<file path="config.mk">
export PLATFORM = sky130hd
export DESIGN_NAME = pc_ctrl
export DESIGN_NICKNAME = d
export VERILOG_FILES = /design/src/rtl/cpu_types_pkg.sv /design/src/rtl/pcc_pending.sv /design/src/rtl/pc_ctrl.sv
export SDC_FILE = /design/constraint.sdc
export NUM_CORES = 1
export LEC_CHECK = 0
export BUFFER_PORTS_ARGS = -buffer_cell sky130_fd_sc_hd__buf_2
export CAP_MARGIN = 15
export CORE_AREA = 2 2 107 109
export CTS_CLUSTER_SIZE = 28
export DETAILED_ROUTE_END_ITERATION = 8
export DIE_AREA = 0 0 109 111
export GPL_ROUTABILITY_DRIVEN = 0
export PLACE_DENSITY_LB_ADDON = 0.12
export REMOVE_ABC_BUFFERS = 1
export SLEW_MARGIN = 20
export SYNTH_ARGS = -nofsm -noshare
export SYNTH_HDL_FRONTEND = slang
export SYNTH_SLANG_ARGS = --single-unit
export TNS_END_PERCENT = 100
</file>
<file path="constraint.sdc">
create_clock -name CLK -period 2.7 [get_ports CLK]
set_clock_uncertainty 0.1 [all_clocks]
set_input_delay 0.135 -clock CLK [delete_from_list [all_inputs] [get_ports CLK]]
set_output_delay 0.135 -clock CLK [all_outputs]
set_load 0.05 [all_outputs]
</file>
<file path="src/rtl/cpu_types_pkg.sv">
// Shared CPU types: machine word, fetch-controller state encoding and PC stride.
package cpu_types_pkg;

    typedef logic [31:0] word_t;

    typedef enum logic [1:0] {
        PCC_IDLE,
        PCC_FETCH,
        PCC_HOLD,
        PCC_HALT
    } pcc_state_t;

    localparam word_t PC_STEP = 32'd4;

endpackage

</file>
<file path="src/rtl/pcc_pending.sv">
// Holds a redirect that arrived while the pipe was frozen; the latest one wins,
// and it is dropped on the first unstalled cycle, which is when it gets applied.
module pcc_pending (
    input  logic        clk,
    input  logic        srst,
    input  logic        en_i,
    input  logic        redirect_i,
    input  logic        stall_i,
    input  logic [31:0] redirect_pc_i,
    output logic        pend_valid_o,
    output logic [31:0] pend_pc_o
);
    logic        pend_valid_q;
    logic [31:0] pend_pc_q;

    always_ff @(posedge clk) begin
        if (srst) begin
            pend_valid_q <= 1'b0;
            pend_pc_q    <= 32'd0;
        end else if (en_i) begin
            if (redirect_i && stall_i) begin
                pend_valid_q <= 1'b1;
                pend_pc_q    <= redirect_pc_i;
            end else if (!stall_i) begin
                pend_valid_q <= 1'b0;
            end
        end
    end

    assign pend_valid_o = pend_valid_q;
    assign pend_pc_o    = pend_pc_q;
endmodule

</file>
<file path="src/rtl/pc_ctrl.sv">
// Fetch sequencer: drives the PC write port, the imem read request and the IF/ID accept,
// resolving halt > redirect > sequential hit each cycle.
module pc_ctrl
    import cpu_types_pkg::*;
#(
    parameter logic [31:0] PC_INIT = 32'h0000_0000,
    parameter int          CNT_W   = 32
) (
    input  logic             CLK,
    input  logic             RST,
    input  logic [31:0]      pco,
    output logic             pc_wen,
    output logic [31:0]      pc_next,
    output logic             pc_halt,
    output logic             iren,
    output logic [31:0]      iaddr,
    input  logic             ihit,
    input  logic             stall,
    input  logic             redirect,
    input  logic [31:0]      redirect_pc,
    input  logic             halt_in,
    output logic             if_valid,
    output logic             halted,
    output logic [CNT_W-1:0] fetch_cnt
);
    pcc_state_t       state_q, state_d;
    logic             halted_q;
    logic [CNT_W-1:0] fetch_cnt_q, fetch_cnt_d;
    logic             pend_valid;
    word_t            pend_pc;
    logic             eff_rd;
    word_t            eff_pc;
    logic             halt_take;
    logic             hit_take;

    pcc_pending u_pend (
        .clk          (CLK),
        .srst         (RST),
        .en_i         (state_q != PCC_HALT),
        .redirect_i   (redirect),
        .stall_i      (stall),
        .redirect_pc_i(redirect_pc),
        .pend_valid_o (pend_valid),
        .pend_pc_o    (pend_pc)
    );

    // A pending redirect is older than one arriving now, so it takes precedence.
    assign eff_rd    = (redirect || pend_valid) && !stall;
    assign eff_pc    = pend_valid ? pend_pc : redirect_pc;
    assign halt_take = halt_in && !stall;
    // In HOLD the instruction already captured counts as the hit.
    assign hit_take  = (state_q == PCC_HOLD) ? !stall : (ihit && !stall);

    always_ff @(posedge CLK) begin
        if (RST) begin
            state_q     <= PCC_IDLE;
            halted_q    <= 1'b0;
            fetch_cnt_q <= '0;
        end else begin
            state_q     <= state_d;
            fetch_cnt_q <= fetch_cnt_d;
            if (state_d == PCC_HALT)
                halted_q <= 1'b1;
        end
    end

    always_comb begin
        state_d = state_q;
        case (state_q)
            PCC_IDLE:  state_d = PCC_FETCH;
            PCC_FETCH: begin
                if (halt_take)
                    state_d = PCC_HALT;
                else if (!eff_rd && !hit_take && ihit && stall)
                    state_d = PCC_HOLD;
            end
            PCC_HOLD: begin
                if (halt_take)
                    state_d = PCC_HALT;
                else if (eff_rd || hit_take)
                    state_d = PCC_FETCH;
            end
            PCC_HALT:  state_d = PCC_HALT;
            default:   state_d = PCC_IDLE;
        endcase
    end

    always_comb begin
        pc_wen      = 1'b0;
        pc_next     = pco;
        iren        = 1'b0;
        if_valid    = 1'b0;
        fetch_cnt_d = fetch_cnt_q;
        if (RST || state_q == PCC_IDLE) begin
            pc_next = PC_INIT;
        end else if (state_q == PCC_FETCH || state_q == PCC_HOLD) begin
            iren = (state_q == PCC_FETCH);
            if (!halt_take) begin
                if (eff_rd) begin
                    pc_wen  = 1'b1;
                    pc_next = eff_pc;
                end else if (hit_take) begin
                    pc_wen   = 1'b1;
                    pc_next  = pco + PC_STEP;
                    if_valid = 1'b1;
                    if (!(&fetch_cnt_q))
                        fetch_cnt_d = fetch_cnt_q + {{(CNT_W-1){1'b0}}, 1'b1};
                end
            end
        end
    end

    assign iaddr     = pco;
    assign halted    = halted_q;
    assign pc_halt   = halted_q;
    assign fetch_cnt = fetch_cnt_q;
endmodule
</file>
==> flow_summary.yaml, run 1 <==
die:
  pin_count: 171
  floorplan.rows: 39
  start_util: 0.457
  fp.dieH_um: 111
  core_sq_mm: 0.0111
  die_x_um: 109
  dieArea_sq_mm: 0.0121
synth:
  synth_cells: 671
  yosysTopAreaCell: "dfxtp_1"
  ys_ff_latch: 68
  synth_area_sq_mm: 0.00506
  ys_types: 68
  synth_ff_type: "dfxtp_1"
  ys.warnings.count: 0
  synth.top_cell.area_share: 0.269
  synthTopCellsByArea: "dfxtp_1, nand2_1, a21oi_1, mux2i_1, buf_4"
  synth_edf_count: 0
  synth-seq-area-share: 0.269
  syn_avg_cell_area_sq_um: 7.54
  async_flop_share: 0
timing:
  finalCriticalPeriod_ns: 2.62
  rsz0062_at_grt: "true"
  fin_crit_sh: 0.969
  hold_viol_final: 0
  drv_slew: 0
  tightest_slew_ns: 0.615
  finalSetupViolCount: 0
  fmax_ghz: 0.382
  relSlewSlack: 0.590
  tns_ns: 0
  final.setup.worst_slack_ns: 0.0825
min_path:
  hold_depth: 2
  holdCritStartpoint: "RST"
  hp-class: "in -> reg"
placed_design:
  dp.cells: 942
  hpwl_um: 11800
  port_buffers: 170
  dp_slack_ns: 0.0167
clock_tree:
  cts_root_buffer: "clkbuf_16"
  clock-sinks: 68
  clock_path_buffers: 2
  clkTransAtPathRegs_ns: 0.06
  clk_latency_ns: 0.34
  cts_max_level: 3
  cts_made_buffers: 9
  cts_tree: "done"
detailed_routing:
  ant_nets: 0
  drt_wl_total_um: 16600
  dr.pass1.iters: 7
  wl_per_cell_um: 16.7
  drc_errors: 0
  vias_per_cell: 5.83
  initialDrtViolationCount: 340
  vias: 5779
grt:
  grt_pass1_vias: 5404
  grt_overflow: 0
  grt_usage: 0.271
  grt_max_degree: 60
  grt_antenna_before_repair: 0
  grt_pass1_wl_um: 26100
layout:
  multi_input_area_sq_mm: 0.00328
  fin_cells: 991
  area_growth_pct: 32.8
  final_util: 0.606
  fillers: 1028
  drive_above_1_share: 0.316
  seqCellArea_sq_mm: 0.00136
  n_antenna_cell: 0
  nNetsFinal: 921
worst_setup_path:
  timing.rr.start: "state_q[0]"
  critPathRequiredTime_ns: 2.47
  crit_fanout: 4
  start_kind: "flop"
  worstPathArrival_ns: 2.38
  worst-setup-path-type: "reg -> out"
  end_kind: "output port"
  worstRegToRegCells: 8
  cp-startpoint: "state_q[1]"
power:
  p_leak_nw: 2.81
  power_mw: 3.19
  p_per_area_mw_per_mm2: 475
  vdd_drop_max_mv: 0.268
flow_run:
  maxCapViolations: 0
status:
  status: "completed"
critical path: stages, from the launching register on:
cell and delay (ns):
dfxtp_1 0.33, buf_4 0.12, ha_2 0.18, buf_4 0.13
o21ba_4 0.16, and3_4 0.21, nand2_1 0.09, o41a_1 0.41
o211a_1 0.25, buf_6 0.16
final timing paths:
check                          to  slack (ns)
min reg2reg   u_pend.pend_pc_o[2]        0.35
min          u_pend.pend_pc_o[27]        0.08
max                   pc_next[22]        0.08
max reg2reg          fetch_cnt[8]        0.12
registers in the layout, indices dropped and copies added, names as in the netlist:
name / count
state_q: 2
halted: 1
fetch_cnt: 32
u_pend.pend_pc_o: 32
u_pend.pend_valid_o: 1
layout by cell type (no fill, tap or decap), types with 8 or more instances in the layout:
cell type        n
dfxtp_1         67
nor2b_1          9
a21oi_1         70
nand3_1         24
nand2_1        104
a211oi_1        11
or3_1           11
mux2_2          12
nor2_1          41
nor3_1          11
and4_1          11
nand4_1         25
clkbuf_16        9
mux2i_1         26
o21ai_0         25
buf_6            8
and2_1          10
dlygate4sd3_1   32
buf_2          160
a22oi_1          9
buf_4           36
layout make-up:
type,instances,area share
multi-input combinational,518,0.489
timing repair buffer,238,0.225
sequential,68,0.203
clock buffer,10,0.0341
tap,143,0.0266
clock inverter,6,0.0168
inverter,8,0.00633
through the flow:
stage / cell area [sq um] / hold slack, ns
2_1_floorplan: 4630 / 0.104
3_3_place_gp: 5930 / 0.286
3_5_place_dp: 5930 / 0.295
4_1_cts: 6640 / 0.0846
5_1_grt: 6720 / 0.0895
6_report: 6720 / 0.0825
what timing repair did:
item,4_1_cts,5_1_grt
buffers inserted,0,1
setup endpoints to repair,13,34
resized for setup,14,23
hold buffers,32,0
endpoints found under the hold margin,32,0
pin swaps,0,5
kinds of logic after synthesis:
logic type / Yosys count / share of synthesized area
AO/OA/AOI/OAI: 175 / 0.231
AND/OR/NAND/NOR: 284 / 0.286
XOR/XNOR: 11 / 0.0190
adder cells (fa/ha/maj): 8 / 0.0198
buffers and inverters: 85 / 0.0920
flip-flops: 68 / 0.269
multiplexers: 40 / 0.0826
per-layer routing:
| layer | GRT usage | part of all wire | wire, um | vias up |
|---|---|---|---|---|
| met5 | 0 | 0 | 0 | - |
| met4 | 0.115 | 0.027 | 444 | 0 |
| met3 | 0.0435 | 0.063 | 1050 | 38 |
| met2 | 0.472 | 0.50 | 8250 | 247 |
| met1 | 0.324 | 0.41 | 6840 | 2702 |
| li1 | - | - | - | 2792 |
cells in the mapped netlist (12+ instances only):
cell type / instances
dfxtp_1: 68
nor2_1: 42
o21ai_0: 27
or3_1: 12
mux2_2: 12
nor3_1: 12
clkbuf_1: 38
buf_4: 33
nand4_1: 25
a21oi_1: 70
nand2_1: 105
mux2i_1: 26
nand3_1: 24
where the power goes:
group / total, mW / switching [mW] / internal, mW / leakage [nW]
registers: 1.04 / 0.0131 / 1.03 / 0.552
logic: 0.767 / 0.512 / 0.255 / 2.09
clock network: 1.38 / 0.476 / 0.904 / 0.167
total: 3.19 / 1.00 / 2.19 / 2.81
(Power assumes the default switching activity.)
==> inputs of run 2 (changes only) <==
--- a/config.mk
+++ b/config.mk
@@ -12,7 +12,7 @@
 export DETAILED_ROUTE_END_ITERATION = 8
 export DIE_AREA = 0 0 109 111
 export GPL_ROUTABILITY_DRIVEN = 0
-export PLACE_DENSITY_LB_ADDON = 0.12
+export PLACE_DENSITY = 0.76
 export REMOVE_ABC_BUFFERS = 1
 export SLEW_MARGIN = 20
 export SYNTH_ARGS = -nofsm -noshare
==> flow_summary.yaml, run 2 (synthesized netlist as in run 1, its figures left out) <==
worst_setup_path:
  cp_cell_sequence: "buf_4 -> o21ba_4 -> and3_1 -> buf_4 -> a22oi_1 -> o22ai_1 -> buf_4"
  slowest_stage: "dfxtp_2"
  crit_top_cell: "buf_4"
  worst-setup-path-type: "reg -> out"
  critPathRequiredTime_ns: 2.47
  max_stage_delay_ns: 0.34
  crit_fanout: 18
  end_kind: "output port"
  start_kind: "flop"
  worstPathArrival_ns: 2.40
power:
  p_int_mw: 2.01
  p_per_area_mw_per_mm2: 453
  sequentialPowerShare: 0.342
  p_sw_mw: 1.03
  p_clk_frac: 0.405
  sw_frac_of_total: 0.340
  p_leak_nw: 2.82
  vdd_drop_max_mv: 0.346
  comb_power_share: 0.253
timing:
  drv_slew: 0
  finalSetupViolCount: 0
  fmax_ghz: 0.379
  finalCriticalPeriod_ns: 2.64
  fin_crit_sh: 0.976
  fin_hold_ws_ns: 0.133
  tightest_slew_ns: 0.572
  relSlewSlack: 0.619
  hold_viol_final: 0
  rsz0062_at_grt: "true"
layout:
  layout_commonest_cell: "buf_2"
  drive_above_1_share: 0.314
  final_util: 0.607
  nNetsFinal: 922
  mostFrequentLayoutCells: "buf_2, nand2_1, a21oi_1"
  area_growth_pct: 32.9
  n_antenna_cell: 0
placed_design:
  hpwl_um: 11900
  port_buffers: 170
detailed_routing:
  ant_nets: 0
  initialDrtViolationCount: 432
  drt_wl_total_um: 16700
  vias: 5795
  wl_per_cell_um: 16.8
  drc_errors: 0
  vias_per_cell: 5.84
  dr.pass1.iters: 5
die:
  dieArea_sq_mm: 0.0121
  core_sq_mm: 0.0111
  floorplan.rows: 39
  fp.dieH_um: 111
  start_util: 0.457
  pin_count: 171
  die_x_um: 109
grt:
  grt_antenna_before_repair: 0
  grt_overflow: 0
  grt_pass1_wl_um: 26200
  grt_max_degree: 56
  grt_usage: 0.267
  grt_pass1_vias: 5222
min_path:
  hp-class: "in -> reg"
flow_run:
  maxCapViolations: 0
clock_tree:
  clk_latency_ns: 0.34
  clkTransAtPathRegs_ns: 0.06
  cts_tree: "done"
  clock_path_buffers: 2
  cts_max_level: 3
  clock-sinks: 68
  cts_root_buffer: "clkbuf_16"
  cts_made_buffers: 9
status:
  status: "completed"
==> run 2: cell count changes in the layout (fill, tap and decap cells not counted), moves of 2 or more <==
cell,delta
bufinv_16,-2
a2111oi_4,+2
a2111oi_2,-2
buf_6,-5
clkbuf_4,+3
buf_4,+4
o21ai_1,-2
inv_6,+3
and3_1,+2
buf_2,-2
==> run 2: layer usage <==
layer,vias to the layer above,share of wire,global-route usage
li1,2797,-,-
met1,2668,0.40,0.339
met2,298,0.48,0.441
met3,32,0.094,0.0588
met4,0,0.021,0.0940
met5,-,0,0
==> run 2: power by group through the flow <==
stage	combinational, mW	clock, mW	sequential, mW
final	0.770	1.23	1.04
after CTS	0.747	1.25	1.04
after global placement	0.701	0	1.06
after global routing	0.820	1.30	1.04
after floorplan	0.337	0	1.07
after detailed placement	0.703	0	1.06
==> run 2: final cells by class <==
type                            count  area [sq um]
Timing Repair Buffer              239          1510
Clock buffer                        9           225
Sequential cell                    68          1360
Clock inverter                      7          81.3
Inverter                            8          42.5
Fill cell                        1047          4360
Multi-Input combinational cell    518          3320
Tap cell                          143           179
==> run 2: worst max-delay path, delay by kind of cell, from the launching register on <==
| family | cells | cell delay, ns |
|---|---|---|
| buffers and inverters | 3 | 0.80 |
| AO/OA/AOI/OAI | 3 | 0.68 |
| flip-flops | 1 | 0.34 |
| AND/OR/NAND/NOR | 1 | 0.24 |
==> run 2: final timing paths <==
path / depth (start not counted) / startpoint / slack (ns) / endpoint
setup / recovery: 7 / u_pend.pend_valid_o / 0.06 / pc_next[25]
hold / removal: 2 / stall / 0.13 / u_pend.pend_valid_o
hold reg to reg: 2 / u_pend.pend_pc_o[7] / 0.35 / u_pend.pend_pc_o[7]
setup reg to reg: 8 / state_q[0] / 0.11 / fetch_cnt[10]
==> run 2: per-stage QoR <==
| step | area [sq um] | cells | setup slack, ns | TNS [ns] | power (mW) |
|---|---|---|---|---|---|
| after CTS | 6610 | 991 | 0.0176 | 0 | 3.04 |
| final | 6720 | 992 | 0.0643 | 0 | 3.04 |
| after detailed placement | 5950 | 943 | 0.0324 | 0 | 1.77 |
| after global routing | 6720 | 992 | -0.0191 | -0.0298 | 3.16 |
| after floorplan | 4630 | 594 | -1.14 | -26.68 | 1.41 |
| after global placement | 5950 | 943 | 0.0870 | 0 | 1.76 |
==> run 2: what timing repair did <==
item,4_1_cts,5_1_grt
buffers inserted,0,1
gates resized for setup,9,27
endpoints found under the setup margin,4,31
pin swaps,1,3
hold buffers,32,0
gates cloned,0,0
hold endpoints to repair,32,0
